[config.mk]
export PLATFORM = sky130hd
export DESIGN_NAME = mult_pingpong_sched_flat
export DESIGN_NICKNAME = d
export VERILOG_FILES = /design/src/rtl/mult_pingpong_sched_if.sv /design/src/rtl/mult_pingpong_sched.sv /design/src/flat_wrapper.sv
export SDC_FILE = /design/constraint.sdc
export NUM_CORES = 2
export LEC_CHECK = 0
export ABC_CLOCK_PERIOD_IN_PS = 12500
export BUFFER_PORTS_ARGS = -buffer_cell sky130_fd_sc_hd__buf_2
export CORE_MARGIN = 1
export CORE_UTILIZATION = 54
export DETAILED_ROUTE_END_ITERATION = 10
export HOLD_SLACK_MARGIN = 0.08
export PLACE_DENSITY = 0.71
export REMOVE_ABC_BUFFERS = 1
export SYNTH_ARGS = -nofsm -noshare
export SYNTH_HDL_FRONTEND = slang
export SYNTH_SLANG_ARGS = --single-unit
[constraint.sdc]
create_clock -name clk -period 12.5 [get_ports clk]
set_input_delay 0.625 -clock clk [delete_from_list [all_inputs] [get_ports clk]]
set_output_delay 0.625 -clock clk [all_outputs]
set_load 0.005 [all_outputs]
[src/rtl/mult_pingpong_sched_if.sv]
// mult_pingpong_sched_if: requester operand bus and result stream for the
// ping-pong multiplier scheduler. The scheduler uses the slave modport; the
// requesters and the result consumer use the master modport.
interface mult_pingpong_sched_if #(
  parameter int NUM_REQ = 4,
  parameter int DW      = 15
);
  localparam int ID_W = $clog2(NUM_REQ);

  logic [NUM_REQ-1:0]    req_valid;
  logic [NUM_REQ-1:0]    req_ready;
  logic [NUM_REQ*DW-1:0] req_a;
  logic [NUM_REQ*DW-1:0] req_b;
  logic                  res_valid;
  logic                  res_ready;
  logic [2*DW-1:0]       res_data;
  logic [ID_W-1:0]       res_id;
  logic                  busy;

  modport master (
    output req_valid, req_a, req_b, res_ready,
    input  req_ready, res_valid, res_data, res_id, busy
  );

  modport slave (
    input  req_valid, req_a, req_b, res_ready,
    output req_ready, res_valid, res_data, res_id, busy
  );
endinterface

[src/rtl/mult_pingpong_sched.sv]
// mult_pingpong_sched: round-robin arbiter feeding two registered DWxDW
// multiplier lanes in alternating (ping-pong) phase. Results return in
// acceptance order through a credit-protected FIFO, tagged with requester ID.
// Optional macro MULT_PINGPONG_SCHED_STATS_EN adds saturating issue/stall
// counters on the stat_issue / stat_stall ports.

// Overflow and grant-shape checks, kept outside the functional logic.
module mult_pingpong_sched_chk #(
  parameter int NUM_REQ = 4
) (
  input logic               clk,
  input logic               rst_n,
  input logic               push,
  input logic               full,
  input logic [NUM_REQ-1:0] grant
);
  a_no_push_when_full: assert property (@(posedge clk) disable iff (!rst_n) !(push && full));
  a_grant_onehot0:     assert property (@(posedge clk) disable iff (!rst_n) $onehot0(grant));
endmodule

module mult_pingpong_sched #(
  parameter int NUM_REQ   = 4,
  parameter int DW        = 15,
  parameter int RES_DEPTH = 4
) (
  input logic clk,
  input logic rst_n,
  mult_pingpong_sched_if.slave bus
`ifdef MULT_PINGPONG_SCHED_STATS_EN
  ,
  output logic [15:0] stat_issue,
  output logic [15:0] stat_stall
`endif
);
  localparam int ID_W = $clog2(NUM_REQ);
  localparam int PW   = 2 * DW;
  localparam int AW   = $clog2(RES_DEPTH);
  localparam int CW   = AW + 1;

  typedef enum logic {PH_LANE0 = 1'b0, PH_LANE1 = 1'b1} phase_e;

  phase_e            phase_r, phase_nxt_s;
  logic [ID_W-1:0]   rr_ptr_r;
  logic [NUM_REQ-1:0] grant_s;
  logic [ID_W-1:0]   grant_idx_s;
  logic [DW-1:0]     grant_a_s, grant_b_s;
  logic              found_s;
  logic [ID_W:0]     cand_s;
  logic              accept_s;
  logic [1:0]        load_s;

  // Lane stage 1 holds operands, stage 2 holds the product awaiting push.
  logic [1:0]        v1_r, v2_r;
  logic [DW-1:0]     a_r [2];
  logic [DW-1:0]     b_r [2];
  logic [ID_W-1:0]   id1_r [2];
  logic [PW-1:0]     p_r [2];
  logic [ID_W-1:0]   id2_r [2];

  logic              push_s, pop_s, full_s, credit_s;
  logic [PW-1:0]     push_data_s;
  logic [ID_W-1:0]   push_id_s;
  logic [1:0]        inflight_s;
  logic [CW:0]       occupancy_s;
  logic [PW-1:0]     mem_r [RES_DEPTH];
  logic [ID_W-1:0]   mem_id_r [RES_DEPTH];
  logic [AW-1:0]     wr_ptr_r, rd_ptr_r;
  logic [CW-1:0]     count_r;

  // Phase state register: lane target alternates every cycle out of reset.
  always_ff @(posedge clk or negedge rst_n) begin
    if (!rst_n) phase_r <= PH_LANE0;
    else        phase_r <= phase_nxt_s;
  end

  // Phase next-state: unconditional toggle.
  always_comb begin
    phase_nxt_s = PH_LANE0;
    case (phase_r)
      PH_LANE0: phase_nxt_s = PH_LANE1;
      PH_LANE1: phase_nxt_s = PH_LANE0;
      default:  phase_nxt_s = PH_LANE0;
    endcase
  end

  // Phase outputs: route an accepted request into the lane owned by this phase.
  always_comb begin
    load_s = 2'b00;
    case (phase_r)
      PH_LANE0: load_s = {1'b0, accept_s};
      PH_LANE1: load_s = {accept_s, 1'b0};
      default:  load_s = 2'b00;
    endcase
  end

  // Credit: lanes in flight and queued results must leave room in the FIFO.
  always_comb begin
    inflight_s  = {1'b0, v1_r[0] | v2_r[0]} + {1'b0, v1_r[1] | v2_r[1]};
    occupancy_s = (CW+1)'(count_r) + (CW+1)'(inflight_s);
    credit_s    = occupancy_s < (CW+1)'(RES_DEPTH);
  end

  // Round-robin search from rr_ptr; grant depends only on registered state
  // and req_valid, never on res_ready.
  always_comb begin
    found_s     = 1'b0;
    grant_idx_s = '0;
    cand_s      = '0;
    grant_s     = '0;
    for (int off = 0; off < NUM_REQ; off++) begin
      cand_s = {1'b0, rr_ptr_r} + (ID_W+1)'(off);
      if (cand_s >= (ID_W+1)'(NUM_REQ)) cand_s = cand_s - (ID_W+1)'(NUM_REQ);
      else                              cand_s = cand_s;
      if (!found_s && bus.req_valid[cand_s[ID_W-1:0]]) begin
        found_s     = 1'b1;
        grant_idx_s = cand_s[ID_W-1:0];
      end else begin
      end
    end
    if (found_s && credit_s && rst_n) grant_s[grant_idx_s] = 1'b1;
    else                              grant_s = '0;
  end

  // Operand mux for the granted requester.
  always_comb begin
    grant_a_s = '0;
    grant_b_s = '0;
    for (int i = 0; i < NUM_REQ; i++) begin
      if (grant_idx_s == ID_W'(i)) begin
        grant_a_s = bus.req_a[i*DW +: DW];
        grant_b_s = bus.req_b[i*DW +: DW];
      end else begin
      end
    end
  end

  assign accept_s      = |(grant_s & bus.req_valid);
  assign bus.req_ready = grant_s;

  // Round-robin pointer moves past the accepted requester.
  always_ff @(posedge clk or negedge rst_n) begin
    if (!rst_n)                                      rr_ptr_r <= '0;
    else if (accept_s && grant_idx_s == ID_W'(NUM_REQ-1)) rr_ptr_r <= '0;
    else if (accept_s)                               rr_ptr_r <= grant_idx_s + ID_W'(1);
    else                                             rr_ptr_r <= rr_ptr_r;
  end

  // Lane pipeline: capture operands, then register the full-width product.
  always_ff @(posedge clk or negedge rst_n) begin
    if (!rst_n) begin
      v1_r <= 2'b00;
      v2_r <= 2'b00;
      for (int l = 0; l < 2; l++) begin
        a_r[l]   <= '0;
        b_r[l]   <= '0;
        id1_r[l] <= '0;
        p_r[l]   <= '0;
        id2_r[l] <= '0;
      end
    end else begin
      for (int l = 0; l < 2; l++) begin
        v1_r[l] <= load_s[l];
        v2_r[l] <= v1_r[l];
        if (load_s[l]) begin
          a_r[l]   <= grant_a_s;
          b_r[l]   <= grant_b_s;
          id1_r[l] <= grant_idx_s;
        end
        if (v1_r[l]) begin
          p_r[l]   <= {{DW{1'b0}}, a_r[l]} * {{DW{1'b0}}, b_r[l]};
          id2_r[l] <= id1_r[l];
        end
      end
    end
  end

  // Push select: lanes finish on alternate edges, so at most one is ready.
  always_comb begin
    push_s = v2_r[0] | v2_r[1];
    if (v2_r[0]) begin
      push_data_s = p_r[0];
      push_id_s   = id2_r[0];
    end else begin
      push_data_s = p_r[1];
      push_id_s   = id2_r[1];
    end
  end

  assign pop_s  = (count_r != '0) && bus.res_ready;
  assign full_s = (count_r == CW'(RES_DEPTH));

  // Result FIFO storage, pointers and occupancy.
  always_ff @(posedge clk or negedge rst_n) begin
    if (!rst_n) begin
      wr_ptr_r <= '0;
      rd_ptr_r <= '0;
      count_r  <= '0;
      for (int e = 0; e < RES_DEPTH; e++) begin
        mem_r[e]    <= '0;
        mem_id_r[e] <= '0;
      end
    end else begin
      if (push_s) begin
        mem_r[wr_ptr_r]    <= push_data_s;
        mem_id_r[wr_ptr_r] <= push_id_s;
        wr_ptr_r           <= wr_ptr_r + AW'(1);
      end
      if (pop_s) rd_ptr_r <= rd_ptr_r + AW'(1);
      case ({push_s, pop_s})
        2'b10:   count_r <= count_r + CW'(1);
        2'b01:   count_r <= count_r - CW'(1);
        default: count_r <= count_r;
      endcase
    end
  end

  assign bus.res_valid = (count_r != '0);
  assign bus.res_data  = mem_r[rd_ptr_r];
  assign bus.res_id    = mem_id_r[rd_ptr_r];
  assign bus.busy      = (count_r != '0) | (|v1_r) | (|v2_r);

`ifdef MULT_PINGPONG_SCHED_STATS_EN
  // Saturating counters of accepted requests and cycles stalled with demand.
  always_ff @(posedge clk or negedge rst_n) begin
    if (!rst_n) begin
      stat_issue <= 16'h0000;
      stat_stall <= 16'h0000;
    end else begin
      if (accept_s && stat_issue != 16'hFFFF) stat_issue <= stat_issue + 16'h0001;
      else                                     stat_issue <= stat_issue;
      if ((|bus.req_valid) && !accept_s && stat_stall != 16'hFFFF) stat_stall <= stat_stall + 16'h0001;
      else                                                          stat_stall <= stat_stall;
    end
  end
`else
`endif

  mult_pingpong_sched_chk #(.NUM_REQ(NUM_REQ)) u_chk (
    .clk   (clk),
    .rst_n (rst_n),
    .push  (push_s),
    .full  (full_s),
    .grant (grant_s)
  );
endmodule

[src/flat_wrapper.sv]
// flat-port wrapper written by rule: the top's interface ports become plain ports
module mult_pingpong_sched_flat 
#(
  parameter int NUM_REQ   = 4,
  parameter int DW        = 15,
  parameter int RES_DEPTH = 4
)
  (clk, rst_n, bus_req_valid, bus_req_a, bus_req_b, bus_res_ready, bus_req_ready, bus_res_valid, bus_res_data, bus_res_id, bus_busy);
  mult_pingpong_sched_if #(.NUM_REQ(NUM_REQ), .DW(DW)) bus_i ();
  input logic clk;
  input logic rst_n;
  input wire logic [$bits(bus_i.req_valid)-1:0] bus_req_valid;
  input wire logic [$bits(bus_i.req_a)-1:0] bus_req_a;
  input wire logic [$bits(bus_i.req_b)-1:0] bus_req_b;
  input wire logic [$bits(bus_i.res_ready)-1:0] bus_res_ready;
  output wire logic [$bits(bus_i.req_ready)-1:0] bus_req_ready;
  output wire logic [$bits(bus_i.res_valid)-1:0] bus_res_valid;
  output wire logic [$bits(bus_i.res_data)-1:0] bus_res_data;
  output wire logic [$bits(bus_i.res_id)-1:0] bus_res_id;
  output wire logic [$bits(bus_i.busy)-1:0] bus_busy;
  assign bus_i.req_valid = bus_req_valid;
  assign bus_i.req_a = bus_req_a;
  assign bus_i.req_b = bus_req_b;
  assign bus_i.res_ready = bus_res_ready;
  assign bus_req_ready = bus_i.req_ready;
  assign bus_res_valid = bus_i.res_valid;
  assign bus_res_data = bus_i.res_data;
  assign bus_res_id = bus_i.res_id;
  assign bus_busy = bus_i.busy;
  mult_pingpong_sched #(.NUM_REQ(NUM_REQ), .DW(DW), .RES_DEPTH(RES_DEPTH)) u_core (.clk(clk), .rst_n(rst_n), .bus(bus_i));
endmodule
# == After elaboration in Yosys (flattened, before gate mapping) ==
# Index checks and enable logic that the tools add are counted.
# classes
eq_ne,5
n_mul,2
n_addsub,14
bitwise_logic,9
n_lt_le_gt_ge,14
reduce_logical,19
n_mux,50
# op_table
operator,n
bitwise mux 120 bit,1
2-to-1 mux 15 bit,8
2-to-1 mux 30 bit,4
binary-select mux 30 bit (select 2 bit),1
demux 30 bit (select 2 bit),1
multiplier 15 x 15 -> 30 bit,2
2-to-1 mux 2 bit,14
"greater-or-equal comparator 3 bit, second input constant",5
"< comparator 2 x 3 -> 1 bit, second input constant",5
logical AND 1 bit,9
2-to-1 mux 1 bit,9
binary-select mux 1 bit (select 2 bit),4
bitwise mux 8 bit,1
"subtractor 2 x 1 -> 2 bit, second input constant",4
"adder 2 x 1 -> 2 bit, second input constant",3
"adder 2 x 2 -> 3 bit, second input constant",2
"equality test 2 bit, second input constant",3
NOT 2 -> 3 bit,2
one-hot mux 3 bit (2 select lines),1
bitwise OR 1 bit,5
adder 3 x 2 -> 4 bit,1
AND 4 bit,1
binary-select mux 2 bit (select 2 bit),1
demux 2 bit (select 2 bit),1
other kinds (20),25
# word_totals
ff_bits,270
elab_cells,138
inputBits,127
output_inout_bits,38

# == Longest topological paths before layout ==
# logic_depth
ltp_word,23
depth_mapped,23
mapped_depth_nobuf,21

# == Least setup slack after synthesis ==
# OpenSTA, ideal clock, no wires.
# synth_path
path_type,register -> register
start,register u_core.b_r[0] (netlist bit)
end,register u_core.p_r[26] (netlist bit)
t_required_ns,12.375
stages_incl_launch_ff,23
path_slack_ns,6.768
n_path_buf,1
setup_ns,0.125
arrival_time_ns,5.608
synth_period_minus_slack_ns,5.732
path_cell_list,dfrtp_1 > clkbuf_1 > and2_1 > fa_1 > inv_1 > fa_1 > inv_1 > fa_1 > inv_1 > fa_1 > inv_1 > fa_1 > inv_1 > fa_1 > inv_1 > ha_1 > nand2_1 > o21ai_0 > a211oi_2 > o31ai_2 > a41oi_1 > xnor2_1 > mux2_2
# synth_via
elab_chain_len,1
# synth_lines
item,line_no,source
"start, declared",mult_pingpong_sched.sv:55,logic [DW-1:0] b_r [2];
"start signal, assigned by index",mult_pingpong_sched.sv:166,b_r[l] <= grant_b_s;
multiplier 15 x 15 -> 30 bit,mult_pingpong_sched.sv:170,"p_r[l] <= {{DW{1'b0}}, a_r[l]} * {{DW{1'b0}}, b_r[l]};"
"end signal, assigned by index",mult_pingpong_sched.sv:170,
"end, declared",mult_pingpong_sched.sv:57,logic [PW-1:0] p_r [2];
# Every way passes these cells.
# A chain may end at the register's enable or synchronous reset.

# == Worst setup path after layout ==
# Ends and elaborated chain as after synthesis.

==> results_dict.tcl <==
set metrics [dict create \
    status "finished, final reports clean" \
    worst_pin_slew_ns 1.15 \
    gp_congestion 0.888 \
    synth_edf_count 0 \
    clk_pin_slew_ns 0.06 \
    hold_viol 0 \
    period_share 0.493 \
    max_cap_viol_count 0 \
    endpoint "u_core.p_r[26]$_DFFE_PN0P_" \
    core_um2 49200 \
    timing.rr.end "u_core.p_r[26]$_DFFE_PN0P_" \
    arrival_ns 6.62 \
    cts_sinks 270 \
    chipWidth_um 226 \
    slowest_stage "dfrtp_1" \
    die_h_um 226 \
    synth_area_leaders "dfrtp_1 25%, fa_1 25%, ha_1 9.2%, and2_1 6.1%, inv_1 5.8%" \
    drive_gt1_frac 0.118 \
    wire_per_inst_um 18.8 \
    route.antenna.remaining_nets 0 \
    ys_types 79 \
    seq_area_frac_synth 0.250 \
    cts_max_level 1 \
    cp_data_required_time_ns 12.96 \
    finalNetCount 3556 \
    netlist.area_leader.share 0.250 \
    synth_seq_cells 270 \
    synthTopCellsByCount "419 x inv_1, 418 x nand2_1, 335 x fa_1" \
    cp-startpoint "u_core.b_r[0]$_DFFE_PN0P_" \
    synth_flop_cell "dfrtp_1" \
    start_util 0.549 \
    fillers 4182 \
    rsz0062_at_grt "no" \
    yosysMostFrequentCell "inv_1" \
    synthToLayoutAreaGrowth_pct 8.44 \
    ctsHoldBuffers 1 \
    path_max_fanout 16 \
    skew_ns 0.0138 \
    async_flop_share 1.00 \
    reg2reg_from "u_core.b_r[0]$_DFFE_PN0P_" \
    row_count 81 \
    post_cts_buffers 0 \
    antenna_found_initial 0 \
    routed_wl_mm 67.4 \
    ys_warn_count 0 \
    critical_path_class "flop to flop" \
    reg2reg_setup_slack_ns 6.34 \
    cp_slowest_stage_delay_ns 0.58 \
    grt_max_degree 83 \
    path_depth 21 \
    cp-end-kind "flop" \
    vias 19700 \
    drt_iter0_drc 1316 \
    clockBufferDepth 3 \
    period_needed_ns 6.16 \
    avgSynthCellArea_um2 9.51 \
    worst-path-buf-inv 6 \
    cts_tree "yes" \
    syn_inst 2837 \
    synth.largest_area_cell "dfrtp_1" \
    fmax_mhz 162 \
    cp-start-kind "flop" \
    reg2reg_depth 21 \
    cts_buffers 29 \
    clk_latency_ns 0.59 \
    route.detailed.drc 0 \
    dr.pass1.iters 5 \
    ios 165 \
    cts_resized 0 \
    place_hpwl_mm 52.4 \
    viasPerCell 5.50 \
    hold_class "input pin to flop" \
    path_cells "and2_1 > fa_1 > inv_1 > fa_1 > inv_1 > fa_1 > inv_1 > fa_1 > inv_1 > fa_1 > inv_1 > fa_1 > inv_1 > ha_1 > nand2_1 > o21ai_0 > a211oi_2 > o31ai_2 > a41oi_1 > xnor2_1 > mux2_2" \
    slew_headroom 0.233 \
    grt_pass1_vias 20800 \
    grt_first_pass_wirelength_mm 111 \
    io_buffers 164 \
    crit_family "adder cells" \
    grt_overflow 0 \
    diodes 0 \
    die_area_um2 50900 \
    finalMaxSlewViolations 0 \
    fin_tns_setup_ns 0 \
    root_buffer "clkbuf_16" \
    grt_usage 0.279 \
    setup_violations 0 \
    netlist_area_um2 27000 \
]
-- layer usage --
metal	track usage	up-vias	part of all wire
li1	-	9194	-
met1	0.396	9765	0.46
met2	0.449	649	0.45
met3	0.0468	87	0.062
met4	0.0650	0	0.024
met5	0	-	0
-- state kept, by name, indices dropped and copies added, names as in the netlist --
register         cells
u_core.a_r          30
u_core.b_r          30
u_core.count_r       3
u_core.id1_r         4
u_core.id2_r         4
u_core.mem_id_r      8
u_core.mem_r       120
u_core.p_r          60
u_core.phase_r       1
u_core.rd_ptr_r      2
u_core.rr_ptr_r      2
u_core.v1_r          2
u_core.v2_r          2
u_core.wr_ptr_r      2
-- cell type report --
cell class                 count  area [um2]  area share
clock buffer                  35         808      0.0276
timing repair buffer         179         946      0.0323
clock inverter                19         264     0.00902
inverter                     420        1580      0.0539
multi-input combinational   1996       18100       0.618
sequential                   270        6760       0.231
tap                          664         831      0.0284
-- worst min-delay path by stage --
| stage | start | end | slack, ns | cells past startpoint |
|---|---|---|---|---|
| floorplan | rst_n | u_core.a_r[0]$_DFFE_PN0P_ | 0.33 | 0 |
| global placement | u_core.phase_r$_DFF_PN0_ | u_core.phase_r$_DFF_PN0_ | 0.41 | 1 |
| detailed placement | u_core.phase_r$_DFF_PN0_ | u_core.phase_r$_DFF_PN0_ | 0.44 | 1 |
| CTS | bus_req_b[58] | u_core.b_r[28]$_DFFE_PN0P_ | 0.35 | 3 |
| global route | bus_req_a[47] | u_core.a_r[2]$_DFFE_PN0P_ | 0.39 | 3 |
| finish | bus_req_b[58] | u_core.b_r[28]$_DFFE_PN0P_ | 0.37 | 3 |
-- cells by family (layout without fill, tap and decap cells) --
| group | Yosys count | in the layout | share of synthesized area |
|---|---|---|---|
| buffers and inverters | 571 | 653 | 0.0818 |
| AND/OR/NAND/NOR | 816 | 816 | 0.145 |
| multiplexers | 115 | 115 | 0.0597 |
| adder cells (fa/ha/maj) | 533 | 533 | 0.340 |
| XOR/XNOR | 53 | 53 | 0.0172 |
| flip-flops | 270 | 270 | 0.250 |
| AO/OA/AOI/OAI | 479 | 479 | 0.106 |
-- metrics by stage --
step | cell area (um2) | hold WS (ns) | setup WS [ns] | util | std cells
after global placement | 28200 | 0.411 | 6.45 | 0.573 | 3528
after floorplan | 26400 | 0.329 | 6.81 | - | 2686
final | 29300 | 0.366 | 6.34 | 0.595 | 3583
after CTS | 29300 | 0.345 | 6.32 | 0.595 | 3583
after detailed placement | 28200 | 0.441 | 6.33 | 0.573 | 3528
after global routing | 29300 | 0.386 | 6.05 | 0.595 | 3583
-- placed cells by master, fill, tap and decap left out, drive strengths merged, types with 7 or more instances in the layout --
cell type  synthesis  final
clkbuf           124     35
ha               198    198
buf               26    178
mux2i             35     35
o21ai            265    265
clkinv             1     10
nor3               7      7
a21o              18     18
a21oi             95     95
nand3             16     16
xor2              15     15
a221o             31     31
nand2            419    419
fa               335    335
dfrtp            270    270
mux4              32     32
a211oi            12     12
mux2              48     48
inv              419    421
xnor2             38     38
o21a               9      9
and2             265    265
nor2              74     74
-- worst register-to-register path: stages, from the launching register on --
cell and delay [ns]:
dfrtp_1 0.58, and2_1 0.26, fa_1 0.53, inv_1 0.05
fa_1 0.52, inv_1 0.06, fa_1 0.50, inv_1 0.06
fa_1 0.52, inv_1 0.04, fa_1 0.48, inv_1 0.06
fa_1 0.47, inv_1 0.04, ha_1 0.33, nand2_1 0.11
o21ai_0 0.37, a211oi_2 0.09, o31ai_2 0.36, a41oi_1 0.19
xnor2_1 0.16, mux2_2 0.27
Power is not shown: default switching activity piles up to over one toggle a cycle in this logic, so the estimate is an artifact.
